==> src/rtl/usrt_pkg.sv <==
// Shared definitions for the USRT transmit and receive paths.
// Frame state encoding, idle line level and parity helper.
package usrt_pkg;

   localparam int FRAME_DATA_W = 8;

   localparam logic TX_IDLE = 1'b1;

   typedef enum logic [2:0] {
      IDLE   = 3'd0,
      START  = 3'd1,
      DATA   = 3'd2,
      PARITY = 3'd3,
      STOP   = 3'd4
   } usrtState_t;

   // Even parity is the XOR of the data bits; odd is its inverse.
   function automatic logic calcParity(
      input logic [FRAME_DATA_W-1:0] data,
      input logic                    odd
   );
      return (^data) ^ odd;
   endfunction

endpackage

==> src/rtl/usrt_tx_buf.sv <==
// One-entry holding buffer between the APB data register and the framer.
// Tracks occupancy, accepts writes only when empty, flags dropped writes.
module usrt_tx_buf
   import usrt_pkg::*;
(
   input  logic                    pClk,
   input  logic                    pReset,
   input  logic                    wrEn,
   input  logic [FRAME_DATA_W-1:0] wrData,
   input  logic                    ovrClr,
   input  logic                    drain,
   output logic                    ready,
   output logic                    bufFull,
   output logic [FRAME_DATA_W-1:0] bufData,
   output logic                    overrun
);

   logic full;
   logic [FRAME_DATA_W-1:0] data;
   logic ovr;
   logic accept;

   // A write lands only in an empty buffer; a drain frees it.
   assign accept = wrEn && !full;

   // Occupancy and payload; load and drain never coincide.
   always_ff @(posedge pClk or negedge pReset) begin
      if (!pReset) begin
         full <= 1'b0;
         data <= '0;
      end else if (accept) begin
         full <= 1'b1;
         data <= wrData;
      end else if (drain) begin
         full <= 1'b0;
      end
   end

   // Sticky drop flag; a new drop beats a same-cycle clear.
   always_ff @(posedge pClk or negedge pReset) begin
      if (!pReset) begin
         ovr <= 1'b0;
      end else if (wrEn && full) begin
         ovr <= 1'b1;
      end else if (ovrClr) begin
         ovr <= 1'b0;
      end
   end

   assign ready   = !full;
   assign bufFull = full;
   assign bufData = data;
   assign overrun = ovr;

endmodule

==> src/rtl/usrt_tx.sv <==
// USRT transmit framer: start, 8 data LSB-first, optional parity, stop.
// Bit timing follows baud_tick; back-to-back frames have no idle gap.
module usrt_tx
   import usrt_pkg::*;
#(
   parameter bit PARITY_EN  = 1'b1,
   parameter bit PARITY_ODD = 1'b0
) (
   input  logic                    pClk,
   input  logic                    pReset,
   input  logic                    baud_tick,
   input  logic                    wr_en,
   input  logic [FRAME_DATA_W-1:0] wr_data,
   output logic                    ready,
   output logic                    busy,
   output logic                    tx,
   output logic                    tx_done,
   input  logic                    ovr_clr,
   output logic                    overrun
);

   localparam logic [2:0] LAST_BIT = 3'(FRAME_DATA_W - 1);

   usrtState_t state;
   usrtState_t stateNxt;

   logic [FRAME_DATA_W-1:0] shiftReg;
   logic [FRAME_DATA_W-1:0] shiftNxt;
   logic                    parityBit;
   logic                    parityNxt;
   logic [2:0]              bitCnt;
   logic [2:0]              bitCntNxt;
   logic                    txReg;
   logic                    txNxt;
   logic                    txDone;

   logic                    drain;
   logic                    bufFull;
   logic [FRAME_DATA_W-1:0] bufData;

   usrt_tx_buf uBuf (
      .pClk    (pClk),
      .pReset  (pReset),
      .wrEn    (wr_en),
      .wrData  (wr_data),
      .ovrClr  (ovr_clr),
      .drain   (drain),
      .ready   (ready),
      .bufFull (bufFull),
      .bufData (bufData),
      .overrun (overrun)
   );

   // State, shifter and registered line level.
   always_ff @(posedge pClk or negedge pReset) begin
      if (!pReset) begin
         state     <= IDLE;
         shiftReg  <= '0;
         parityBit <= 1'b0;
         bitCnt    <= '0;
         txReg     <= TX_IDLE;
      end else begin
         state     <= stateNxt;
         shiftReg  <= shiftNxt;
         parityBit <= parityNxt;
         bitCnt    <= bitCntNxt;
         txReg     <= txNxt;
      end
   end

   // Next-state and datapath; every change waits for a baud tick.
   always_comb begin
      stateNxt  = state;
      shiftNxt  = shiftReg;
      parityNxt = parityBit;
      bitCntNxt = bitCnt;
      txNxt     = txReg;
      drain     = 1'b0;
      txDone    = 1'b0;
      unique case (state)
         IDLE: begin
            if (baud_tick && bufFull) begin
               drain     = 1'b1;
               shiftNxt  = bufData;
               parityNxt = calcParity(bufData, PARITY_ODD);
               txNxt     = 1'b0;
               stateNxt  = START;
            end else if (baud_tick) begin
               txNxt = TX_IDLE;
            end
         end
         START: begin
            if (baud_tick) begin
               txNxt     = shiftReg[0];
               bitCntNxt = '0;
               stateNxt  = DATA;
            end
         end
         DATA: begin
            if (baud_tick && bitCnt == LAST_BIT) begin
               if (PARITY_EN) begin
                  txNxt    = parityBit;
                  stateNxt = PARITY;
               end else begin
                  txNxt    = TX_IDLE;
                  stateNxt = STOP;
               end
            end else if (baud_tick) begin
               shiftNxt  = shiftReg >> 1;
               txNxt     = shiftReg[1];
               bitCntNxt = bitCnt + 3'd1;
            end
         end
         PARITY: begin
            if (baud_tick) begin
               txNxt    = TX_IDLE;
               stateNxt = STOP;
            end
         end
         STOP: begin
            if (baud_tick) begin
               txDone = 1'b1;
               if (bufFull) begin
                  drain     = 1'b1;
                  shiftNxt  = bufData;
                  parityNxt = calcParity(bufData, PARITY_ODD);
                  txNxt     = 1'b0;
                  stateNxt  = START;
               end else begin
                  txNxt    = TX_IDLE;
                  stateNxt = IDLE;
               end
            end
         end
         default: begin
            txNxt    = TX_IDLE;
            stateNxt = IDLE;
         end
      endcase
   end

   assign tx      = txReg;
   assign tx_done = txDone;
   assign busy    = (state != IDLE) || bufFull;

endmodule
==> config.mk <==
export PLATFORM = sky130hd
export DESIGN_NAME = usrt_tx
export DESIGN_NICKNAME = d
export VERILOG_FILES = /design/src/rtl/usrt_pkg.sv /design/src/rtl/usrt_tx_buf.sv /design/src/rtl/usrt_tx.sv
export SDC_FILE = /design/constraint.sdc
export NUM_CORES = 1
export LEC_CHECK = 0
export ABC_AREA = 0
export BUFFER_PORTS_ARGS = -buffer_cell sky130_fd_sc_hd__buf_2
export CORE_ASPECT_RATIO = 0.9
export CORE_MARGIN = 2
export CORE_UTILIZATION = 50
export CTS_CLUSTER_DIAMETER = 40
export DETAILED_ROUTE_END_ITERATION = 6
export GPL_ROUTABILITY_DRIVEN = 0
export PLACE_DENSITY = 0.73
export SYNTH_ARGS = -nofsm -noshare
export SYNTH_HDL_FRONTEND = slang
export SYNTH_HIERARCHICAL = 1
export SYNTH_SLANG_ARGS = --single-unit
==> constraint.sdc <==
create_clock -name pClk -period 2.03 [get_ports pClk]
set_clock_uncertainty 0.15 [all_clocks]
set_input_delay 0.203 -clock pClk [delete_from_list [all_inputs] [get_ports pClk]]
set_output_delay 0.203 -clock pClk [all_outputs]
set_load 0.01 [all_outputs]
* Yosys cells after proc, flatten, opt, wreduce, memory -nomap -nowiden
Cells that the tools add are included.
Word-level totals: bits in registers 26, input bits 13, logic and storage cells 81
Operators by class: add/subtract/negate cells 1, equality and inequality tests 14, muxes and demuxes 39, reduce and logical (&&, ||, !) cells 19
Operators with widths (number):
- $mux W8 | 5
- $mux W3 | 8
- $pmux W8 S3 | 1
- $mux W1 | 20
- $pmux W3 S5 | 1
- $ne A2 B2 Y1 const B | 7
- $reduce_and A4 Y1 | 2
- $reduce_bool A2 Y1 | 4
- $reduce_xor A8 Y1 | 1
- $eq A3 B2 Y1 const B | 2
- $eq A3 B3 Y1 const B | 2
- $pmux W3 S2 | 1
- $reduce_and A6 Y1 | 1
- $reduce_bool A3 Y1 | 2
- $pmux W1 S5 | 1
- $reduce_and A5 Y1 | 1
- $logic_and A1 B1 Y1 | 4
- $pmux W1 S2 | 2
- $add A3 B1 Y3 const B | 1
- $eq A3 B1 Y1 const B | 1
- $logic_not A3 Y1 | 1
- $ne A3 B3 Y1 const B | 1
- $reduce_and A3 Y1 | 1
- $ne A2 B1 Y1 const B | 1
- 2 further kinds | 2

* Longest topological paths before layout
Gate-level depths: netlist of the first run.
word-level depth 5, depth in mapped cells 7, gate-level depth less buffers 6

* Cells and area by module
Netlist of the first run, hierarchy kept.
By module, submodules not included:
- usrt_tx | instances 1, cells each 101, area each 953.4 µm²
- usrt_tx_buf | instances 1, cells each 25, area each 414.1 µm²

* Least setup slack after synthesis of the first run
OpenSTA, ideal clock, no wires.
kind reg2reg, start reg bitCnt[0], end reg shiftReg[5], setup time 119 ps, data arrival time 1726 ps, data required time 1761 ps, path slack 35 ps, cell stages (with the launch flop) 8, cells stage by stage dfrtp_1 ha_1 ha_1 or3b_1 a211o_1 buf_6 nand2_1 o21ai_2
Between the ends: word-level cells in the longest chain between the ends 4
RTL lines:
- from (decl) | line usrt_tx.sv:31 | logic [2:0] bitCnt;
- from (signal assigned) | line usrt_tx.sv:66 | bitCnt <= bitCntNxt;
- $eq A3 B3 Y1 | line usrt_tx.sv:100 | if (baud_tick && bitCnt == LAST_BIT) begin
- $logic_and A1 B1 Y1 | line usrt_tx.sv:100
- $ne A2 B2 Y1 (no line)
- $reduce_and A6 Y1 (no line)
- to (signal assigned) | line usrt_tx.sv:64 | shiftReg <= shiftNxt;
- to (decl) | line usrt_tx.sv:27 | logic [FRAME_DATA_W-1:0] shiftReg;
Every way passes these cells. A chain may end at the register's enable or synchronous reset.

* Worst setup path after layout of the first run
start reg bitCnt[0], end reg shiftReg[3]
The elaborated chain is that of the path after synthesis.

==> results of run 1 <==
==> timing repair <==
item / CTS / global route
hold buffers: 11 / 0
pin swaps: 1 / 3
hold endpoints to repair: 34 / 0
setup buffers: 1 / 0
endpoints found under the setup margin: 8 / 9
resized for setup: 0 / 9
==> area by class of cell <==
class / instances / area, um^2
Fill cell: 193 / 857
Multi-Input combinational cell: 87 / 664
Sequential cell: 26 / 652
Timing Repair Buffer: 37 / 270
Tap cell: 28 / 35.0
Clock buffer: 4 / 26.3
Inverter: 7 / 26.3
==> metal layers <==
layer  vias up  GRT usage  part of all wire
met2        25      0.346              0.51
met3         2     0.0433             0.049
met1       510      0.253              0.44
li1        500          -                 -
met5         -          0                 0
met4         0     0.0455            0.0062
==> cells in the final DEF (no fill, tap or decap), types with 5 or more instances in the layout <==
master         Yosys  layout
buf_2              1      17
buf_4              1       7
dfrtp_1           25      25
dlygate4sd3_1      0      11
inv_1              7       7
mux2_4             8       8
mux2i_1            9       9
nand2_1           16      12
nor2_1             7       7
o21ai_0            5       5
o21ai_1            6       6
xnor2_1            8       8
==> where the power goes <==
part,switching [W],leakage (nW),internal [W]
combinational,0.000611,0.462,0.000757
clock,0.000151,0.0150,0.0000769
sequential,0.000222,0.319,0.000764
total,0.000983,0.795,0.00160
==> stage by stage <==
stage	area, um^2	cells	setup WS (ns)	power, W	setup TNS [ns]
final	1670	189	0.0421	0.00258	0
after global routing	1670	189	-0.0320	0.00279	-0.157
after CTS	1640	189	0.0170	0.00255	0
after detailed placement	1500	173	-0.0110	0.00229	-0.0194
after global placement	1500	173	0.0571	0.00225	0
after floorplan	1370	126	0.0352	0.00199	0
==> worst max-delay path by stage <==
stage,slack [ns],cells after the start,endpoint
floorplan,0.04,7,shiftReg[5]
global placement,0.06,7,shiftReg[6]
detailed placement,-0.01,7,shiftReg[3]
CTS,0.02,7,shiftReg[6]
global route,-0.03,7,shiftReg[1]
finish,0.04,7,shiftReg[3]
==> state kept, by name (all words and copies together) (netlist names) <==
name / flops
tx: 1
uBuf/bufFull: 1
parityBit: 1
state: 3
bitCnt: 3
uBuf/overrun: 1
shiftReg: 8
uBuf/bufData: 8
==> kinds of logic (layout without fill, tap and decap cells) <==
group                    count (synthesis)  in the layout  synth area share
buffers and inverters                   13             48            0.0558
multiplexers                            19             19             0.170
AO/OA/AOI/OAI                           24             24             0.113
flip-flops                              26             26             0.477
XOR/XNOR                                 8              8            0.0512
adder cells (fa/ha/maj)                  2              2            0.0183
AND/OR/NAND/NOR                         34             34             0.115
==> critical path, stage by stage, from the launching register on <==
cell,delay [ns]
dfrtp_1,0.40
ha_2,0.20
ha_4,0.16
or3b_1,0.36
a211o_1,0.35
buf_6,0.15
nand2_2,0.06
o21ai_1,0.06
==> flow_summary.json, run 1 <==
{
  "die-area_mm2": 0.00317,
  "cts_tree": "yes",
  "h-tree-depth": 1,
  "worstSetupStartpointType": "flip-flop",
  "drive_gt1_frac": 0.311,
  "antenna_left": 0,
  "n_antenna_cell": 0,
  "setup_viol": 0,
  "core_mm2": 0.00253,
  "yosysMostFrequentCell": "dfrtp_1",
  "r2r-end": "shiftReg[3]",
  "wirelength_um": 2590,
  "synth_top_cell_by_area": "dfrtp_1",
  "port_buffers": 17,
  "row_count": 17,
  "yosys_warnings": 6,
  "hold_slack_ns": 0.0359,
  "p_per_area_mw_per_mm2": 1540,
  "io_pins": 18,
  "grt_pass1_vias": 1011,
  "hold_violations": 0,
  "critPathRequiredTime_ns": 2.10,
  "cts_buffer_depth": 2,
  "timing.rr.start": "bitCnt[0]",
  "hold_path.class": "in2reg",
  "area_growth_pct": 22.4,
  "fmax_mhz": 503,
  "final_util": 0.661,
  "synth_fp_nets": 141,
  "via_count": 1037,
  "worst_slew_pin_slew_ns": 0.576,
  "cp-end-kind": "flip-flop",
  "crit_type": "reg2reg",
  "crit_fanout": 9,
  "clk_latency_ns": 0.32,
  "rsz0062_at_grt": "true",
  "ys_types": 34,
  "cts.sinks": 26,
  "cts_made_buffers": 3,
  "synth_area_mm2": 0.00137,
  "r2r_cells": 7,
  "synthCells": 126,
  "initialDrtViolationCount": 39,
  "die_h_um": 53.6,
  "vias_per_cell": 5.49,
  "clock-root-buffer": "clkbuf_4",
  "dieWidth_um": 59.1,
  "reg2reg_slack_ns": 0.04,
  "cp_data_arrival_time_ns": 2.06,
  "power.leakage_nw": 0.795,
  "async_flop_share": 1.00,
  "min_period_over_period": 0.979,
  "critPathLaunch": "bitCnt[0]",
  "dp.final_hpwl_um": 1780,
  "min-delay-start": "baud_tick",
  "antenna_found_initial": 0,
  "drtPass1Iterations": 4,
  "vdd_drop_max_mv": 0.846,
  "grt_max_degree": 27,
  "yosysSeqAreaShare": 0.477,
  "status": "complete, no violations",
  "period_needed_ns": 1.99,
  "worstHoldPathCells": 2,
  "syn_area_per_cell_um2": 10.9,
  "synth_area_leaders": "dfrtp_1, mux2_4, mux2i_1, xnor2_1, nand2_1",
  "grtUsageTotal": 0.198,
  "synth_edf_count": 0,
  "synth-main-ff-cell": "dfrtp_1",
  "grt_pass1_wl_um": 4650,
  "drv_cap": 0,
  "relSlewSlack": 0.616,
  "clkSlewWorstSetupHoldPaths_ns": 0.14,
  "grt_overflow": 0,
  "ys_ff_latch": 26,
  "nets": 177,
  "maxSlewViolCount": 0,
  "drc": 0,
  "drt-wirelength-per-cell_um": 13.7,
  "whs_endpoint": "state[2]",
  "netlist.area_leader.share": 0.457,
  "start_util": 0.540,
  "synth_commonest_cells": "dfrtp_1, nand2_1, mux2i_1, mux2_4, xnor2_1"
}
Power figures use the tool's default switching activity.
==> run 2, diff against run 1 <==
--- a/config.mk
+++ b/config.mk
@@ -16,2 +16,3 @@
 export PLACE_DENSITY = 0.73
+export SETUP_SLACK_MARGIN = 0.05
 export SYNTH_ARGS = -nofsm -noshare
--- a/constraint.sdc
+++ b/constraint.sdc
@@ -4,2 +4,2 @@
 set_output_delay 0.203 -clock pClk [all_outputs]
-set_load 0.01 [all_outputs]
+set_load 0.005 [all_outputs]
==> flow_summary.json, run 2 (synthesis results as in run 1) <==
{
  "hold_path.class": "in2reg",
  "start_util": 0.540,
  "cts_buffer_depth": 2,
  "setup_viol": 0,
  "nets": 176,
  "cts_made_buffers": 3,
  "drtPass1Iterations": 4,
  "die-area_mm2": 0.00317,
  "die_h_um": 53.6,
  "grt_busiest_layer": "met2",
  "relSlewSlack": 0.622,
  "cp-end-kind": "flip-flop",
  "r2r-end": "shiftReg[3]",
  "total_power_w": 0.00271,
  "n_antenna_cell": 0,
  "row_count": 17,
  "r2r_cells": 6,
  "dp.final_hpwl_um": 1710,
  "vdd_drop_max_mv": 0.740,
  "grt_use_met2": 0.309,
  "critPathRequiredTime_ns": 2.11,
  "seqCellArea_um2": 652,
  "worst_slew_pin_slew_ns": 0.567,
  "drt-wirelength-per-cell_um": 13.9,
  "status": "complete, no violations",
  "grtUsageMet3": 0.0553,
  "rsz0062_at_grt": "true",
  "initialDrtViolationCount": 35,
  "vias_per_cell": 5.41,
  "period_needed_ns": 1.98,
  "grt_use_met1": 0.246,
  "multi_input_area_um2": 688,
  "layout_commonest_cell": "dfrtp_1",
  "dieWidth_um": 59.1,
  "crit_chain": "ha_2, ha_4, or3b_4, a211o_4, nand2_1, o21ai_1",
  "antenna_left": 0,
  "critPathLaunch": "bitCnt[0]",
  "hold_slack_ns": 0.0363,
  "worstSetupPathDepth": 6,
  "io_pins": 18,
  "p_per_area_mw_per_mm2": 1590,
  "cts_tree": "yes",
  "clock-root-buffer": "clkbuf_4",
  "fmax_mhz": 506,
  "grt_max_degree": 27,
  "drc": 0,
  "worstSetupStartpointType": "flip-flop",
  "path_delay_family": "simple AND/OR/NAND/NOR gates",
  "antenna_found_initial": 0,
  "grtUsageTotal": 0.189,
  "cp_data_arrival_time_ns": 2.05,
  "reg2reg_slack_ns": 0.05,
  "h-tree-depth": 1,
  "drv_cap": 0,
  "grt_pass1_wl_um": 4400,
  "mostFrequentLayoutCells": "dfrtp_1, buf_2, nand2_1",
  "cp_num_buf_inv": 0,
  "worstSetupEndpoint": "shiftReg[3]",
  "grt_pass1_vias": 985,
  "area_growth_pct": 24.4,
  "crit_type": "reg2reg",
  "clk_latency_ns": 0.33,
  "min_period_over_period": 0.973,
  "grt_overflow": 0,
  "fillers": 207,
  "clkSlewWorstSetupHoldPaths_ns": 0.15,
  "timing.rr.start": "bitCnt[0]",
  "maxSlewViolCount": 0,
  "cts.sinks": 26,
  "critPathSlowestCell": "dfrtp_1",
  "drive_gt1_frac": 0.313,
  "via_count": 1018,
  "port_buffers": 17,
  "power.leakage_nw": 0.803,
  "crit_fanout": 8,
  "wirelength_um": 2620,
  "max_stage_delay_ns": 0.41,
  "hold_violations": 0,
  "core_mm2": 0.00253
}
[run 2: cell types whose count changed in the layout (fill, tap and decap cells not counted), moves of 2 or more]
cell	previous run	this run
nand2_1	12	14
a211o_4	0	2
buf_6	2	0
nand2_2	4	2
[run 2: worst reg2reg max path: cells and delay by family (launching register included)]
family	cells	cell delay (ns)
compound gates	2	0.44
fa+ha+maj	2	0.37
flops	1	0.41
simple gates	2	0.50
[run 2: layout make-up]
cell class / count / area share
sequential: 26 / 0.383
multi-input combinational: 88 / 0.404
inverter: 7 / 0.0154
clock buffer: 3 / 0.0132
timing repair buffer: 35 / 0.146
tap: 28 / 0.0206
clock inverter: 1 / 0.0176
[run 2: how the worst min path moves through the flow]
stage	from	to	slack, ns	depth (start not counted)
2_1_floorplan	pReset	bitCnt[0]	-0.24	0
3_3_place_gp	pReset	uBuf/bufData[0]	0.08	1
3_5_place_dp	pReset	uBuf/bufFull	0.09	1
4_1_cts	baud_tick	state[2]	0.02	2
5_1_grt	baud_tick	state[2]	0.04	2
6_report	baud_tick	state[2]	0.04	2
[run 2: power breakdown]
part	total, W	internal, W	switching (W)
clock	0.000360	0.000200	0.000160
combinational	0.00134	0.000755	0.000583
sequential	0.00101	0.000764	0.000251
total	0.00271	0.00172	0.000995
[run 2: metal layers]
layer,up-vias,wire length (um)
met2,26,1280
met1,493,1210
met4,0,16
met3,2,109
met5,-,0
li1,497,-
[run 2: per-stage QoR]
stage / setup TNS [ns] / cell area [um^2] / setup WS [ns] / util / std cells
after floorplan: 0 / 1370 / 0.0714 / - / 126
after global placement: -0.0687 / 1470 / -0.0144 / 0.580 / 169
after detailed placement: -0.472 / 1470 / -0.0791 / 0.580 / 169
after CTS: 0 / 1670 / 0.0540 / 0.659 / 186
after global routing: 0 / 1700 / 0.0184 / 0.672 / 188
final: 0 / 1700 / 0.0547 / 0.672 / 188
[run 2: repair_timing]
item | CTS | global route
setup endpoints to repair | 9 | 9
cloned | 1 | 0
endpoints found under the hold margin | 34 | 0
gates resized for setup | 5 | 4
pin swaps | 1 | 4
hold buffers | 11 | 0
setup buffers | 1 | 2
